### src/rtl/gmux_switch_ctrl.sv
// Select controller for a bank of GMUX clock muxes: one-hot enables with an
// all-off dead gap on every handover. Optional macro GMUX_SW_FORCE_OFF_EN.
module gmux_switch_ctrl #(
    parameter int N_CH       = 5,
    parameter int SEL_W      = $clog2(N_CH),
    parameter int DEAD_CYC   = 2,
    parameter int DEFAULT_CH = 0
) (
    input  logic             QCK,
    input  logic             QRT,
    input  logic             req_valid,
    input  logic [SEL_W-1:0] req_sel,
    output logic             req_ready,
    output logic [N_CH-1:0]  IS,
    output logic [SEL_W-1:0] cur_sel,
    output logic             busy,
`ifdef GMUX_SW_FORCE_OFF_EN
    input  logic             force_off,
`endif
    output logic             err
);

    localparam int CNT_W = $clog2(DEAD_CYC + 1);
    localparam logic [N_CH-1:0] L_ONE = {{(N_CH-1){1'b0}}, 1'b1};
    localparam logic [N_CH-1:0] L_DEF_OH = L_ONE << DEFAULT_CH;
    localparam logic [SEL_W:0] L_NCH = (SEL_W+1)'(N_CH);
    localparam logic [CNT_W-1:0] L_DEAD = CNT_W'(DEAD_CYC);

    if (N_CH < 2) begin : g_bad_nch
        $error("gmux_switch_ctrl: N_CH must be >= 2");
    end
    if (DEAD_CYC < 1) begin : g_bad_dead
        $error("gmux_switch_ctrl: DEAD_CYC must be >= 1");
    end
    if (DEFAULT_CH >= N_CH) begin : g_bad_def
        $error("gmux_switch_ctrl: DEFAULT_CH out of range");
    end

`ifdef GMUX_SW_FORCE_OFF_EN
    typedef enum logic [1:0] {ST_ON, ST_GAP, ST_FORCED} state_t;
`else
    typedef enum logic {ST_ON, ST_GAP} state_t;
`endif

    state_t           r_state;
    logic [CNT_W-1:0] r_cnt;
    logic [SEL_W-1:0] r_target;

    logic             w_oob;
    logic             w_accept;
    logic [N_CH-1:0]  w_tgt_oh;

    assign w_oob    = {1'b0, req_sel} >= L_NCH;
    assign w_accept = req_valid & req_ready;
    assign w_tgt_oh = L_ONE << r_target;

    // Handover FSM: enables drop, counter runs out the gap, new enable rises.
    always_ff @(posedge QCK or posedge QRT) begin
        if (QRT) begin
            r_state   <= ST_ON;
            r_cnt     <= '0;
            r_target  <= SEL_W'(DEFAULT_CH);
            IS        <= L_DEF_OH;
            cur_sel   <= SEL_W'(DEFAULT_CH);
            req_ready <= 1'b1;
            busy      <= 1'b0;
            err       <= 1'b0;
        end else begin
            err <= 1'b0;
`ifdef GMUX_SW_FORCE_OFF_EN
            if (force_off) begin
                r_state   <= ST_FORCED;
                IS        <= '0;
                busy      <= 1'b1;
                req_ready <= 1'b0;
            end else begin
`else
            begin
`endif
                case (r_state)
                    ST_ON: begin
                        if (w_accept) begin
                            if (w_oob) begin
                                err <= 1'b1;
                            end else if (req_sel != cur_sel) begin
                                r_target  <= req_sel;
                                r_cnt     <= L_DEAD;
                                r_state   <= ST_GAP;
                                IS        <= '0;
                                busy      <= 1'b1;
                                req_ready <= 1'b0;
                            end
                        end
                    end
                    ST_GAP: begin
                        if (r_cnt == '0) begin
                            IS        <= w_tgt_oh;
                            cur_sel   <= r_target;
                            r_state   <= ST_ON;
                            busy      <= 1'b0;
                            req_ready <= 1'b1;
                        end else begin
                            r_cnt <= r_cnt - CNT_W'(1);
                        end
                    end
`ifdef GMUX_SW_FORCE_OFF_EN
                    ST_FORCED: begin
                        // Target still holds a pending switch, or cur_sel.
                        r_cnt   <= L_DEAD;
                        r_state <= ST_GAP;
                    end
`endif
                    default: begin
                        r_state <= ST_ON;
                    end
                endcase
            end
        end
    end

endmodule
### config.mk
export PLATFORM = sky130hd
export DESIGN_NAME = gmux_switch_ctrl
export DESIGN_NICKNAME = d
export VERILOG_FILES = /design/src/rtl/gmux_switch_ctrl.sv
export SDC_FILE = /design/constraint.sdc
export NUM_CORES = 1
export LEC_CHECK = 0
export BUFFER_PORTS_ARGS = -buffer_cell sky130_fd_sc_hd__buf_4
export CAP_MARGIN = 20
export CORE_MARGIN = 1
export CORE_UTILIZATION = 50
export DETAILED_ROUTE_END_ITERATION = 7
export PLACE_DENSITY = 0.86
export REMOVE_ABC_BUFFERS = 1
export SYNTH_ARGS = -nofsm -noshare
export SYNTH_HDL_FRONTEND = slang
export SYNTH_SLANG_ARGS = --single-unit
### constraint.sdc
create_clock -name QCK -period 2.01 [get_ports QCK]
set_input_delay 0 -clock QCK [delete_from_list [all_inputs] [get_ports QCK]]
set_output_delay 0 -clock QCK [all_outputs]
set_load 0.05 [all_outputs]
* Word-level counts from Yosys, hierarchy flattened
Cells that the tools add are included. Widths: inputs -> output; s select.
Storage, ports and cells: register bits after elaboration 17, latch bits 0, memory bits (writable) 0, memory bits (read-only) 0, input port bits 6, memories 0
Operators by class: add/subtract/negate cells 1, multiply operators 0, div/mod/pow operators 0, magnitude comparators 1, eq/ne operators 6, shift operators 1, mux-type cells 28, bitwise operators 3, reduce and logical (&&, ||, !) cells 5
Operators with widths (count):
- $mux 5 | 4
- $mux 1 | 15
- $reduce_and 4->1 | 3
- $pmux 5 s2 | 1
- $mux 2 | 4
- $ne 2x2->1 const B | 4
- $pmux 1 s2 | 3
- $shl 1x3->5 const A | 1
- $pmux 2 s2 | 1
- $ge 3x3->1 const B | 1
- $ne 3x3->1 | 1
- $logic_not 2->1 | 1
- $ne 2x1->1 const B | 1
- $not 1->1 | 2
- $reduce_and 2->1 | 1
- $sub 2x1->2 const B | 1
- $and 1x1->1 | 1

* Longest topological paths before layout
Gate-level depths: netlist (run 1).
depth in word-level cells 5, depth in mapped cells 6

* Least setup slack after synthesis (run 1)
Ideal clock, no wire load.
path kind register to register, start register req_ready, end register r_target[0], data arrival time 1555 ps, path slack 330 ps, cell stages (with the launch flop) 6, path buffers 1, clock period less this slack 1680 ps, path through dfstp_2 > nand3b_1 > nand2b_1 > nor2_1 > buf_6 > mux2_4
Between the ends: cells in the longest elaborated chain, start to end 2
Ends and longest elaborated chain:
- start: declaration | RTL line 13 | output logic req_ready,
- start signal: assignment | RTL line 65 | req_ready <= 1'b1;
- start signal: assignment | RTL line 91 | req_ready <= 1'b0;
- start signal: assignment | RTL line 101 | req_ready <= 1'b1;
- $and 1x1->1 | RTL line 54 | assign w_accept = req_valid & req_ready;
- $reduce_and 4->1 (no source line)
- end signal: assignment | RTL line 62 | r_target <= SEL_W'(DEFAULT_CH);
- end signal: assignment | RTL line 86 | r_target <= req_sel;
- end: declaration | RTL line 47 | logic [SEL_W-1:0] r_target;
Every way passes these cells. A chain may end at the register's enable or synchronous reset.

* Final worst setup path (run 1)
start register req_ready, end register r_target[2]
The elaborated chain is that of the path after synthesis.

==> results by stage, run 1 <==
Synth:
- The number of synthesized register bits is 17.
- After synthesis, the cell types taking the most area are sky130_fd_sc_hd__dfrtp_1, sky130_fd_sc_hd__dfstp_2, sky130_fd_sc_hd__nand2_1.
- For this run, the number of Yosys warnings is 0.
- The fraction of synthesized cell area taken by the top area cell type is 50.1%.
- The synthesized instance count is 66.
- The sequential fraction of the synthesis area is 57.1%.
- The largest total area in the synthesized netlist belongs to sky130_fd_sc_hd__dfrtp_1.
- After synthesis the cells add up to 749 um^2.
- A synthesized cell averages 11.4 um^2.
- The number of different library cells used by synthesis comes to 24.

Pwr:
- In this run the static leakage power is 0.000467 uW.
- The areal power density over the cells is 1790 nW/um^2.
- The peak ir drop on the vdd network is 0.000877 V.

Timing:
- The number of endpoints with negative hold slack in the final report was 0.
- Setup repair after global routing left no endpoint under its margin.
- The worst max-slew margin expressed relative to the limit is 58.6%.
- The final setup skew is 0.00266 ns.
- For this run, the top clock speed supported by timing is 0.633 GHz.
- The total negative slack is 0 ns.
- The transition at the pin with the smallest max-transition slack is 0.620 ns.
- The max-slew violation count is 0.
- In the finished design, the share of the clock period the worst path needs comes to 78.6%.
- Setup violations remaining at the end of the flow were counted as 0.
- After layout, the minimum clock period comes to 1.58 ns.

Detailed routing:
- For this block, the via count after detailed routing is 529.
- The final routed wirelength across all metal layers is 1.35 mm.
- Dividing the detail-routed wire length by the instance count gives 12.7 um.
- Using the TritonRoute via totals, the vias-per-cell ratio works out to 4.99.
- The count of nets left with antenna violations once routing finished came out at 0.
- The first detailed-routing pass ran for 4 iterations.
- The starting DRC count in detailed routing is 4.
- In the routed design, unresolved DRC markers number 0.

Global routing:
- The number of antenna violations at the first check in global routing is 0.
- The final global-route overflow total is 0.
- The wire length of the first global-routing pass is 2.11 mm.
- The number of global-route vias before repair came to 469.
- Across every metal layer, demand over resource in global routing totals 21.3%.
- Entering global routing, the biggest net connects 18 pins.

Setup path:
- Among cell families on the critical path, the largest total delay comes from flip-flops.
- The startpoint type of the worst setup path is a flop.
- The critical-path cell with the highest stage delay is sky130_fd_sc_hd__dfstp_2.
- Data arrives at the worst endpoint at 1.76 ns.
- The largest single stage delay on the critical path is 0.55 ns.
- The category of the critical setup timing path is flop to flop.
- Traced cell by cell, the critical path runs through nand3b_1 > nand2b_1 > nor2_1 > buf_4 > mux2_2.
- Of all nets on the critical path, the largest fanout is 7.
- The number of buffers and inverters on the critical path is 1.
- The endpoint type of the worst setup path is a flop.
- For the worst setup path, the data required time is 2.19 ns.

Placement:
- Routability-driven placement finished with a final weighted congestion of 0.795.
- After detailed placement, the design holds a cell count of 97.
- The placed instances occupy a cell area of 888 um^2.
- The wire-length estimate of the detail-placed layout is 985 um.
- The number of input and output port buffers inserted is 16.

Layout:
- The final net count is 99.
- The finished cells cover 965 um^2.
- The number of antenna diodes is 0.
- The area growth from synthesis to layout is 28.7%.
- The final cell count without fillers is 106.
- Counting the fill cells in the layout gives 106.
- In the final layout, flip-flops and latches occupy 428 um^2.
- The post-route netlist has 31.9% of its cells at a drive strength greater than 1.
- The area occupied by multi-input gates is 292 um^2.

Die:
- The starting density of the core is 55.5%.
- The area of the die is 1660 um^2.
- 17 I/O pins were placed.
- The overall die width is 40.7 um.
- In this run the standard cell core region covers 1350 um^2.
- The die is 40.7 um tall.
- In this run the core area contains 13 standard-cell rows.

CTS:
- The CTS clock-pin slew for the worst setup and hold paths is 0.09 ns.
- TritonCTS built the clock tree.
- The clock drives 17 sinks.
- Buffers inserted during clock tree synthesis total 3.
- The post-cts resize count is 0.
- The cell at the root of the clock tree is sky130_fd_sc_hd__clkbuf_4.
- CTS built an H-tree with a depth of 1.
- The clock passes through at most 2 buffers.
- The clock latency at the later pin of the worst-skew pair is 0.28 ns.

Outcome:
- The run finished with clean final reports.

Min path:
- The min-delay analysis places its worst path in the category primary input to async pin.

Run:
- The count of max-cap constraint violations is 0.
[layout by cell type (no fill, tap or decap)]
cell                            count
sky130_fd_sc_hd__inv_1              4
sky130_fd_sc_hd__nor3_1             1
sky130_fd_sc_hd__nand2_1           11
sky130_fd_sc_hd__xor2_1             3
sky130_fd_sc_hd__nor2_1             2
sky130_fd_sc_hd__or2_1              1
sky130_fd_sc_hd__xnor2_1            1
sky130_fd_sc_hd__o21ai_0            7
sky130_fd_sc_hd__nand2b_1           2
sky130_fd_sc_hd__buf_4             18
sky130_fd_sc_hd__clkbuf_4           3
sky130_fd_sc_hd__nor3b_1            1
sky130_fd_sc_hd__dfrtp_1           15
sky130_fd_sc_hd__nand3b_1           1
sky130_fd_sc_hd__mux2_4             2
sky130_fd_sc_hd__o31a_1             2
sky130_fd_sc_hd__mux2_2             3
sky130_fd_sc_hd__dlygate4sd3_1      5
sky130_fd_sc_hd__clkbuf_1           1
sky130_fd_sc_hd__o2bb2ai_1          1
sky130_fd_sc_hd__ha_1               1
sky130_fd_sc_hd__or4_1              1
sky130_fd_sc_hd__nor3_2             1
sky130_fd_sc_hd__a21o_1             1
sky130_fd_sc_hd__dfstp_2            2
sky130_fd_sc_hd__nor2b_1            1
[layout make-up]
class / instances / area share, %
multi-input combinational: 43 / 30.2
tap: 15 / 1.95
inverter: 4 / 1.56
timing repair buffer: 23 / 19.2
clock buffer: 4 / 2.72
sequential: 17 / 44.4
[sequential cells by signal, summed over array words and instances (netlist names)]
signal,count
cur_sel,3
r_cnt,2
r_state,1
busy,1
err,1
r_target,3
IS,5
req_ready,1
[what timing repair did]
item / in CTS / in global routing
hold buffers: 5 / 0
hold endpoints to repair: 19 / 0
setup buffers: 0 / 0
[stage by stage]
stage	hold slack [ns]	utilization [%]	setup WS [ns]	power (uW)
final	0.353	71.5	0.430	1730
after global routing	0.396	71.5	0.312	1850
after CTS	0.358	71.5	0.421	1740
after detailed placement	0.120	65.8	0.435	1550
after global placement	0.113	65.8	0.456	1520
after floorplan	-0.0754	-	0.111	1280
[power by group]
| part | internal [uW] | switching (uW) |
|---|---|---|
| Sequential | 517 | 116 |
| Combinational | 338 | 580 |
| Clock | 77.0 | 99.6 |
[cells by family (layout without fill, tap and decap cells)]
kind of cell    after synthesis  after routing  synth area share (%)
xor+xnor                      4              4                  4.68
compound gates               11             11                  9.18
simple gates                 22             22                  14.9
flops                        17             17                  57.1
fa+ha+maj                     1              1                  1.67
buf+inv                       6             31                  4.01
mux                           5              5                  8.51
[per-layer routing]
metal	global-route usage (%)	share of wire [%]	routed length, um	up-vias
met3	6.52	3.0	41	2
met2	32.5	47	636	13
met1	25.4	48	650	241
li1	-	-	-	273
met5	0	0	0	-
met4	15.0	1.4	19	0
[cell usage after synthesis]
master and number:
sky130_fd_sc_hd__or4_1 1, sky130_fd_sc_hd__nand2_1 11, sky130_fd_sc_hd__o21ai_0 7, sky130_fd_sc_hd__xnor2_1 1
sky130_fd_sc_hd__nor3b_1 1, sky130_fd_sc_hd__mux2_4 2, sky130_fd_sc_hd__clkbuf_1 1, sky130_fd_sc_hd__a21o_1 1
sky130_fd_sc_hd__nor3_1 1, sky130_fd_sc_hd__o2bb2ai_1 1, sky130_fd_sc_hd__dfstp_2 2, sky130_fd_sc_hd__o31a_1 2
sky130_fd_sc_hd__nor3_2 1, sky130_fd_sc_hd__or2_1 1, sky130_fd_sc_hd__nand3b_1 1, sky130_fd_sc_hd__dfrtp_1 15
sky130_fd_sc_hd__inv_1 4, sky130_fd_sc_hd__mux2_2 3, sky130_fd_sc_hd__nor2b_1 1, sky130_fd_sc_hd__nor2_1 2
sky130_fd_sc_hd__nand2b_1 2, sky130_fd_sc_hd__buf_6 1, sky130_fd_sc_hd__xor2_1 3, sky130_fd_sc_hd__ha_1 1
[tightest hold or removal path: stages]
cell	delay, ns
sky130_fd_sc_hd__dlygate4sd3_1	0.54
sky130_fd_sc_hd__buf_4	0.13
sky130_fd_sc_hd__inv_1	0.45
[worst paths after layout]
check / startpoint / end / slack, ns / cells after the start
max: req_ready$_DFFE_PP1P_ / r_target[2]$_DFFE_PP0P_ / 0.43 / 5
min: QRT / cur_sel[2]$_DFFE_PP0P_ / 0.35 / 3
max reg2reg: req_ready$_DFFE_PP1P_ / r_target[2]$_DFFE_PP0P_ / 0.43 / 5
min reg2reg: busy$_DFFE_PP0P_ / busy$_DFFE_PP0P_ / 0.49 / 1
max in group asynchronous: QRT / cur_sel[0]$_DFFE_PP0P_ / 1.26 / 3
min in group QCK: busy$_DFFE_PP0P_ / busy$_DFFE_PP0P_ / 0.49 / 1
Note: power is estimated with default switching activity, not from simulation.
==> run 2, diff against run 1 <==
==> constraint.sdc (replaced) <==
create_clock -name QCK -period 1.55 [get_ports QCK]
set_input_delay 0 -clock QCK [delete_from_list [all_inputs] [get_ports QCK]]
set_output_delay 0 -clock QCK [all_outputs]
set_load 0.05 [all_outputs]
==> results by stage, run 2 (synthesis gave the netlist of run 1 again) <==
Outcome:
- The run finished with clean final reports.

Global routing:
- The number of antenna violations at the first check in global routing came to 0 (unchanged).
- The global-route usage over all layers is 21.6% (+0.27 points).
- The wire length of the first global-routing pass is 2.30 mm (+9.1%).
- The maximum number of pins on one net before global-route repair is 18 (unchanged).
- The number of global-route vias before repair is 530 (+13%).
- The final global-route overflow total was 0 (unchanged).

Setup path:
- The required time at the worst-slack endpoint is 1.73 ns (-0.46 ns).
- STA classifies the critical path startpoint as a flop.
- The flop-to-flop setup slack is 0.0004 ns (-0.43 ns).
- STA classifies the critical path endpoint as a flop.
- The reg-to-reg critical path endpoint is r_target[2]$_DFFE_PP0P_.
- The startpoint of the worst-slack reg-to-reg timing path is req_ready$_DFFE_PP1P_.
- The critical path arrival came to 1.73 ns (-0.03 ns).
- The maximum fanout along the worst path is 6 (-1).
- The category of the critical setup timing path is flop to flop.
- The signal on the critical path passes through nand3b_1 > nand2b_4 > nor2_2 > buf_6 > mux2_2.
- The startpoint of the worst setup timing path is req_ready$_DFFE_PP1P_.
- The cell depth of the worst flop-to-flop path was 5 (unchanged).
- The longest individual stage delay on the worst path is 0.56 ns (about the same).
- The critical-path cell with the highest stage delay is sky130_fd_sc_hd__dfstp_2.

CTS:
- The count of H-tree levels built during CTS was 1 (unchanged).
- The total clock buffers created by CTS was 3 (unchanged).
- TritonCTS built the clock tree.
- The clock latency at the later pin of the worst-skew pair is 0.29 ns (about the same).
- The root buffer cell chosen for the clock tree is sky130_fd_sc_hd__clkbuf_4.
- The clock sink count was 17 (unchanged).
- The maximum buffer depth of the clock tree came to 2 (unchanged).
- The CTS clock-pin slew for the worst setup and hold paths is 0.10 ns (about the same).

Timing:
- The final number of setup-violating endpoints is 0 (unchanged).
- The final setup skew was 0.0117 ns (+0.00908 ns).
- The number of endpoints with negative hold slack in the final report is 0 (unchanged).
- The final critical-path required period came to 1.55 ns (-0.0307 ns).
- The total negative slack is 0 ns (unchanged).
- The final critical-path share of the clock period came to 100% (+21 points).
- The worst hold-check slack is 0.0996 ns (-0.254 ns).
- The maximum frequency from static timing analysis is 0.645 GHz (+2.0%).
- The max-slew violation count came to 0 (unchanged).
- Setup repair after global routing could not meet its margin everywhere.
- The worst max-slew margin expressed relative to the limit is 57.9% (-0.75 points).
- The transition at the pin with the smallest max-transition slack is 0.631 ns (+0.0112 ns).

Detailed routing:
- The post-detailed-route via-to-cell ratio is 5.29 (+6.0%).
- The total iterations of the first detailed-routing run came to 4 (unchanged).
- The via count was 582 (+10%).
- The number of antenna-violating nets in the routed design came to 0 (unchanged).
- The residual DRC count was 0 (unchanged).
- The starting DRC count in detailed routing came to 9 (+5).
- The final routed wirelength across all metal layers was 1.59 mm (+18%).
- The average detailed-routed wire length per instance came to 14.4 um (+14%).

Placement:
- The detailed placement HPWL is 1.03 mm (+4.2%).
- The last weighted congestion value of the routability-driven placer was 0.758 (-4.7%).
- The number of input and output port buffers inserted was 16 (unchanged).

Layout:
- The final net count came to 103 (+4.0%).
- The number of flip-flops under the largest register name is 5 (unchanged).
- IS holds more flip-flops than any other register.
- The most common library cell in the layout ignoring fill and taps is sky130_fd_sc_hd__buf_4.
- The number of antenna diodes is 0 (unchanged).
- Relative to the synthesized area, the layout overhead comes to 35.6%.
- The largest registers in the layout are IS x5, cur_sel x3, r_target x3.
- The top cell types in the final layout, fill and taps aside, are sky130_fd_sc_hd__buf_4, sky130_fd_sc_hd__dfrtp_1, sky130_fd_sc_hd__nand2_1.
- The post-route core utilization is 75.3% (+3.8 points).
- The share of layout cells above drive strength 1 is 38.9% (+7.1 points).

Die:
- The floorplan row count is 13 (unchanged).
- The overall die width is 40.7 um (unchanged).
- The die outline height is 40.7 um (unchanged).
- The starting density of the core is 55.5% (unchanged).
- The area of the die came to 1660 um^2 (unchanged).
- The floorplan core area is 1350 um^2 (unchanged).
- The number of top-level pins is 17 (unchanged).

Run:
- The count of max-cap constraint violations is 0 (unchanged).

Min path:
- The class of the most critical hold timing path is primary input to flop.
- For hold timing, the worst endpoint is err$_DFF_PP0_.
- The number of stages on the worst hold path is 3.
- The hold path startpoint is req_sel[0].

Pwr:
- The peak ir drop on the vdd network is 0.00122 V (+39%).
- The areal power density over the cells came to 2290 nW/um^2 (+28%).
- The overall power after layout was 2330 uW (+35%).
- The leakage component of the power is 0.000496 uW (+6.3%).
-- run 2: changes by cell type in the layout (fill, tap and decap cells not counted), sizes merged --
cell / delta
buf: +4
-- run 2: layout make-up --
| class | count | area [um^2] |
|---|---|---|
| inverter | 4 | 15.0 |
| fill | 94 | 334 |
| sequential | 17 | 428 |
| timing repair buffer | 27 | 219 |
| tap | 15 | 18.8 |
| clock buffer | 4 | 26.3 |
| multi-input combinational | 43 | 309 |
-- run 2: layer usage --
layer / global-route usage [%] / vias to the layer above / routed length (um)
met5: 0 / - / 0
met4: 12.5 / 0 / 25
met3: 3.26 / 5 / 39
met2: 33.3 / 16 / 768
met1: 28.6 / 282 / 754
li1: - / 279 / -
-- run 2: report_power, final --
part	internal, uW	switching (uW)
Sequential	670	167
Combinational	483	770
Clock	100	134
-- run 2: timing repair --
| item | 4_1_cts | 5_1_grt |
|---|---|---|
| gates resized for setup | 1 | 5 |
| hold buffers | 5 | 0 |
| pin swaps | 0 | 3 |
| setup endpoints to repair | 3 | 7 |
| endpoints found under the hold margin | 19 | 0 |
| buffers inserted | 2 | 2 |
-- run 2: metrics by stage --
stage          setup WS (ns)  std cells  instance area, um^2
6_report            0.000426        110                 1020
5_1_grt              -0.0260        110                 1020
4_1_cts              0.00674        108                  987
3_5_place_dp         -0.0130         97                  888
3_3_place_gp          0.0561         97                  888
2_1_floorplan         -0.349         64                  734
-- run 2: worst max-delay path by stage --
stage	cells after the start	slack, ns	endpoint
floorplan	4	-0.35	r_target[2]$_DFFE_PP0P_
global placement	5	0.06	r_target[2]$_DFFE_PP0P_
detailed placement	5	-0.01	r_target[2]$_DFFE_PP0P_
CTS	7	0.007	r_target[2]$_DFFE_PP0P_
global route	5	-0.03	r_target[2]$_DFFE_PP0P_
finish	5	0.0004	r_target[2]$_DFFE_PP0P_
-- run 2: critical path: cells and delay by family (launching register included) --
family | cells | cell delay [ns]
simple gates | 3 | 0.40
buf+inv | 1 | 0.14
flops | 1 | 0.56
mux | 1 | 0.32
==> run 3, diff against run 2 <==
--- a/config.mk
+++ b/config.mk
@@ -10,7 +10,7 @@
 export CORE_MARGIN = 1
 export CORE_UTILIZATION = 50
 export DETAILED_ROUTE_END_ITERATION = 7
-export PLACE_DENSITY = 0.86
+export PLACE_DENSITY = 0.75
 export REMOVE_ABC_BUFFERS = 1
 export SYNTH_ARGS = -nofsm -noshare
 export SYNTH_HDL_FRONTEND = slang
==> results by stage, run 3 (synthesis gave the netlist of run 1 again) <==
Layout:
- Counting flops per register, the top entry is IS.
- The share of layout cells above drive strength 1 is 35.5% (-3.5 points).
- The final net count is 101 (-1.9%).
- The number of antenna diodes is 0 (unchanged).
- The most common library cell in the layout ignoring fill and taps is sky130_fd_sc_hd__buf_4.
- The layout filler cell count is 99 (+5.3%).
- The largest registers in the layout are IS x5, cur_sel x3, r_target x3.
- The number of flip-flops under the largest register name is 5 (unchanged).
- In the layout the commonest cells are sky130_fd_sc_hd__buf_4, sky130_fd_sc_hd__dfrtp_1, sky130_fd_sc_hd__nand2_1.
- The area added between synthesis and finish is 32.6%.

Pwr:
- The leakage component of the power is 0.000485 uW (-2.3%).
- The internal power came to 1230 uW (-1.9%).
- The switching part of the total is 45.5% (-0.62 points).
- The combinational fraction of design power is 53.3% (-0.6 points).
- The share of power burned in the clock network is 10.2% (about the same).
- The switching power of the nets is 1030 uW (-4.3%).
- The sequential power share is 36.5% (+0.5 points).
- The peak ir drop on the vdd network is 0.00124 V (+1.4%).
- The areal power density over the cells is 2270 nW/um^2 (-0.82%).

Die:
- The overall die width was 40.7 um (unchanged).
- The die outline height is 40.7 um (unchanged).
- The floorplan core area is 1350 um^2 (unchanged).
- The floorplan row count is 13 (unchanged).
- The number of top-level pins is 17 (unchanged).
- The area of the die is 1660 um^2 (unchanged).
- The starting density of the core came to 55.5% (unchanged).

CTS:
- The maximum buffer depth of the clock tree is 2 (unchanged).
- TritonCTS built the clock tree.
- The CTS clock-pin slew for the worst setup and hold paths is 0.09 ns (about the same).
- The total clock buffers created by CTS was 3 (unchanged).
- The clock sink count is 17 (unchanged).
- The cell at the root of the clock tree is sky130_fd_sc_hd__clkbuf_4.
- The clock latency at the later pin of the worst-skew pair is 0.28 ns (about the same).
- The count of H-tree levels built during CTS was 1 (unchanged).

Setup path:
- The startpoint identified for the worst register-to-register timing path is req_ready$_DFFE_PP1P_.
- By startpoint and endpoint, the worst setup path is classified as flop to flop.
- The critical path starts at req_ready$_DFFE_PP1P_.
- The maximum fanout along the worst path is 10 (+4).
- The critical path arrival is 1.67 ns (-0.06 ns).
- STA classifies the critical path endpoint as a flop.
- The worst setup path is launched from a flop.
- The required time at the worst-slack endpoint is 1.72 ns (about the same).

Global routing:
- The number of global-route vias before repair is 471 (-11%).
- The final global-route overflow total is 0 (unchanged).
- The maximum number of pins on one net before global-route repair is 18 (unchanged).
- The global-route usage over all layers was 18.3% (-3.3 points).
- The number of antenna violations at the first check in global routing is 0 (unchanged).
- The wire length of the first global-routing pass was 1.95 mm (-15%).

Timing:
- The total negative slack came to 0 ns (unchanged).
- The final critical-path share of the clock period is 96.8% (-3.1 points).
- Setup repair after global routing could not meet its margin everywhere.
- The final number of setup-violating endpoints is 0 (unchanged).
- The maximum frequency from static timing analysis is 0.666 GHz (+3.2%).
- The final setup skew is 0.00217 ns (-0.00957 ns).
- The worst hold-check slack came to 0.355 ns (+0.255 ns).
- The max-slew violation count is 0 (unchanged).
- The worst max-slew margin expressed relative to the limit came to 58.2% (+0.34 points).
- The final critical-path required period was 1.50 ns (-0.0484 ns).
- The number of endpoints with negative hold slack in the final report was 0 (unchanged).
- The transition at the pin with the smallest max-transition slack is 0.626 ns (-0.00507 ns).

Detailed routing:
- The starting DRC count in detailed routing came to 8 (-1).
- The residual DRC count is 0 (unchanged).
- The post-detailed-route via-to-cell ratio is 4.88 (-7.8%).
- The number of antenna-violating nets in the routed design is 0 (unchanged).
- The via count is 527 (-9.5%).
- The total iterations of the first detailed-routing run is 4 (unchanged).
- The final routed wirelength across all metal layers is 1.32 mm (-17%).
- The average detailed-routed wire length per instance came to 12.3 um (-15%).

Run:
- The count of max-cap constraint violations is 0 (unchanged).

Placement:
- The last weighted congestion value of the routability-driven placer came to 0.759 (+0.16%).
- The number of input and output port buffers inserted is 16 (unchanged).
- The detailed placement HPWL came to 925 um (-9.9%).

Outcome:
- The flow ran to the end, and the final reports show no timing, DRC or antenna violations.

Min path:
- The class of the most critical hold timing path is primary input to async pin.
-- run 3: repair_timing --
action / in CTS / in global routing
endpoints found under the hold margin: 19 / 0
buffers inserted: 0 / 1
endpoints found under the setup margin: 0 / 3
resized for setup: 0 / 4
hold buffers: 5 / 0
-- run 3: layout make-up --
class / count / area [um^2] / area share (%)
Tap cell: 15 / 18.8 / 1.89
Clock buffer: 4 / 26.3 / 2.64
Sequential cell: 17 / 428 / 43.1
Timing Repair Buffer: 25 / 204 / 20.5
Multi-Input combinational cell: 43 / 302 / 30.4
Inverter: 4 / 15.0 / 1.51
-- run 3: final timing paths --
kind	endpoint	slack (ns)	depth (start not counted)
min reg2reg	IS[0]$_DFFE_PP1P_	0.50	2
min	r_cnt[0]$_DFFE_PP0P_	0.35	3
max reg2reg	r_target[2]$_DFFE_PP0P_	0.05	5
min in group QCK	IS[0]$_DFFE_PP1P_	0.50	2
max in group asynchronous	IS[4]$_DFFE_PP0P_	0.79	3
max	r_target[2]$_DFFE_PP0P_	0.05	5
-- run 3: critical path, cell delays in order (launching register included) --
cell	delay [ns]
sky130_fd_sc_hd__dfstp_2	0.55
sky130_fd_sc_hd__nand3b_1	0.11
sky130_fd_sc_hd__nand2b_4	0.17
sky130_fd_sc_hd__nor2_2	0.09
sky130_fd_sc_hd__buf_6	0.15
sky130_fd_sc_hd__mux2_2	0.33
-- run 3: power groups by stage --
stage	registers, uW	logic, uW	clock network (uW)
after detailed placement	830	1180	0
final	823	1200	230
after global routing	857	1290	253
after CTS	822	1190	240
after global placement	823	1170	0
after floorplan	1260	407	0
-- run 3: per-layer routing --
metal	part of all wire (%)	vias up	wire, um	track usage (%)
li1	-	276	-	-
met1	54	237	719	24.6
met2	42	14	560	27.8
met3	3.4	0	45	4.89
met4	0	0	0	7.50
met5	0	-	0	0
-- run 3: per-stage QoR --
| step | power (uW) | util (%) | cell area (um^2) | cells | setup WS (ns) |
|---|---|---|---|---|---|
| 2_1_floorplan | 1660 | - | 734 | 64 | -0.349 |
| 4_1_cts | 2250 | 72.0 | 972 | 107 | 0.00458 |
| 6_report | 2260 | 73.6 | 993 | 108 | 0.0489 |
| 3_5_place_dp | 2010 | 66.4 | 896 | 98 | 0.0208 |
| 5_1_grt | 2400 | 73.6 | 993 | 108 | -0.0315 |
| 3_3_place_gp | 1990 | 66.4 | 896 | 98 | 0.0414 |
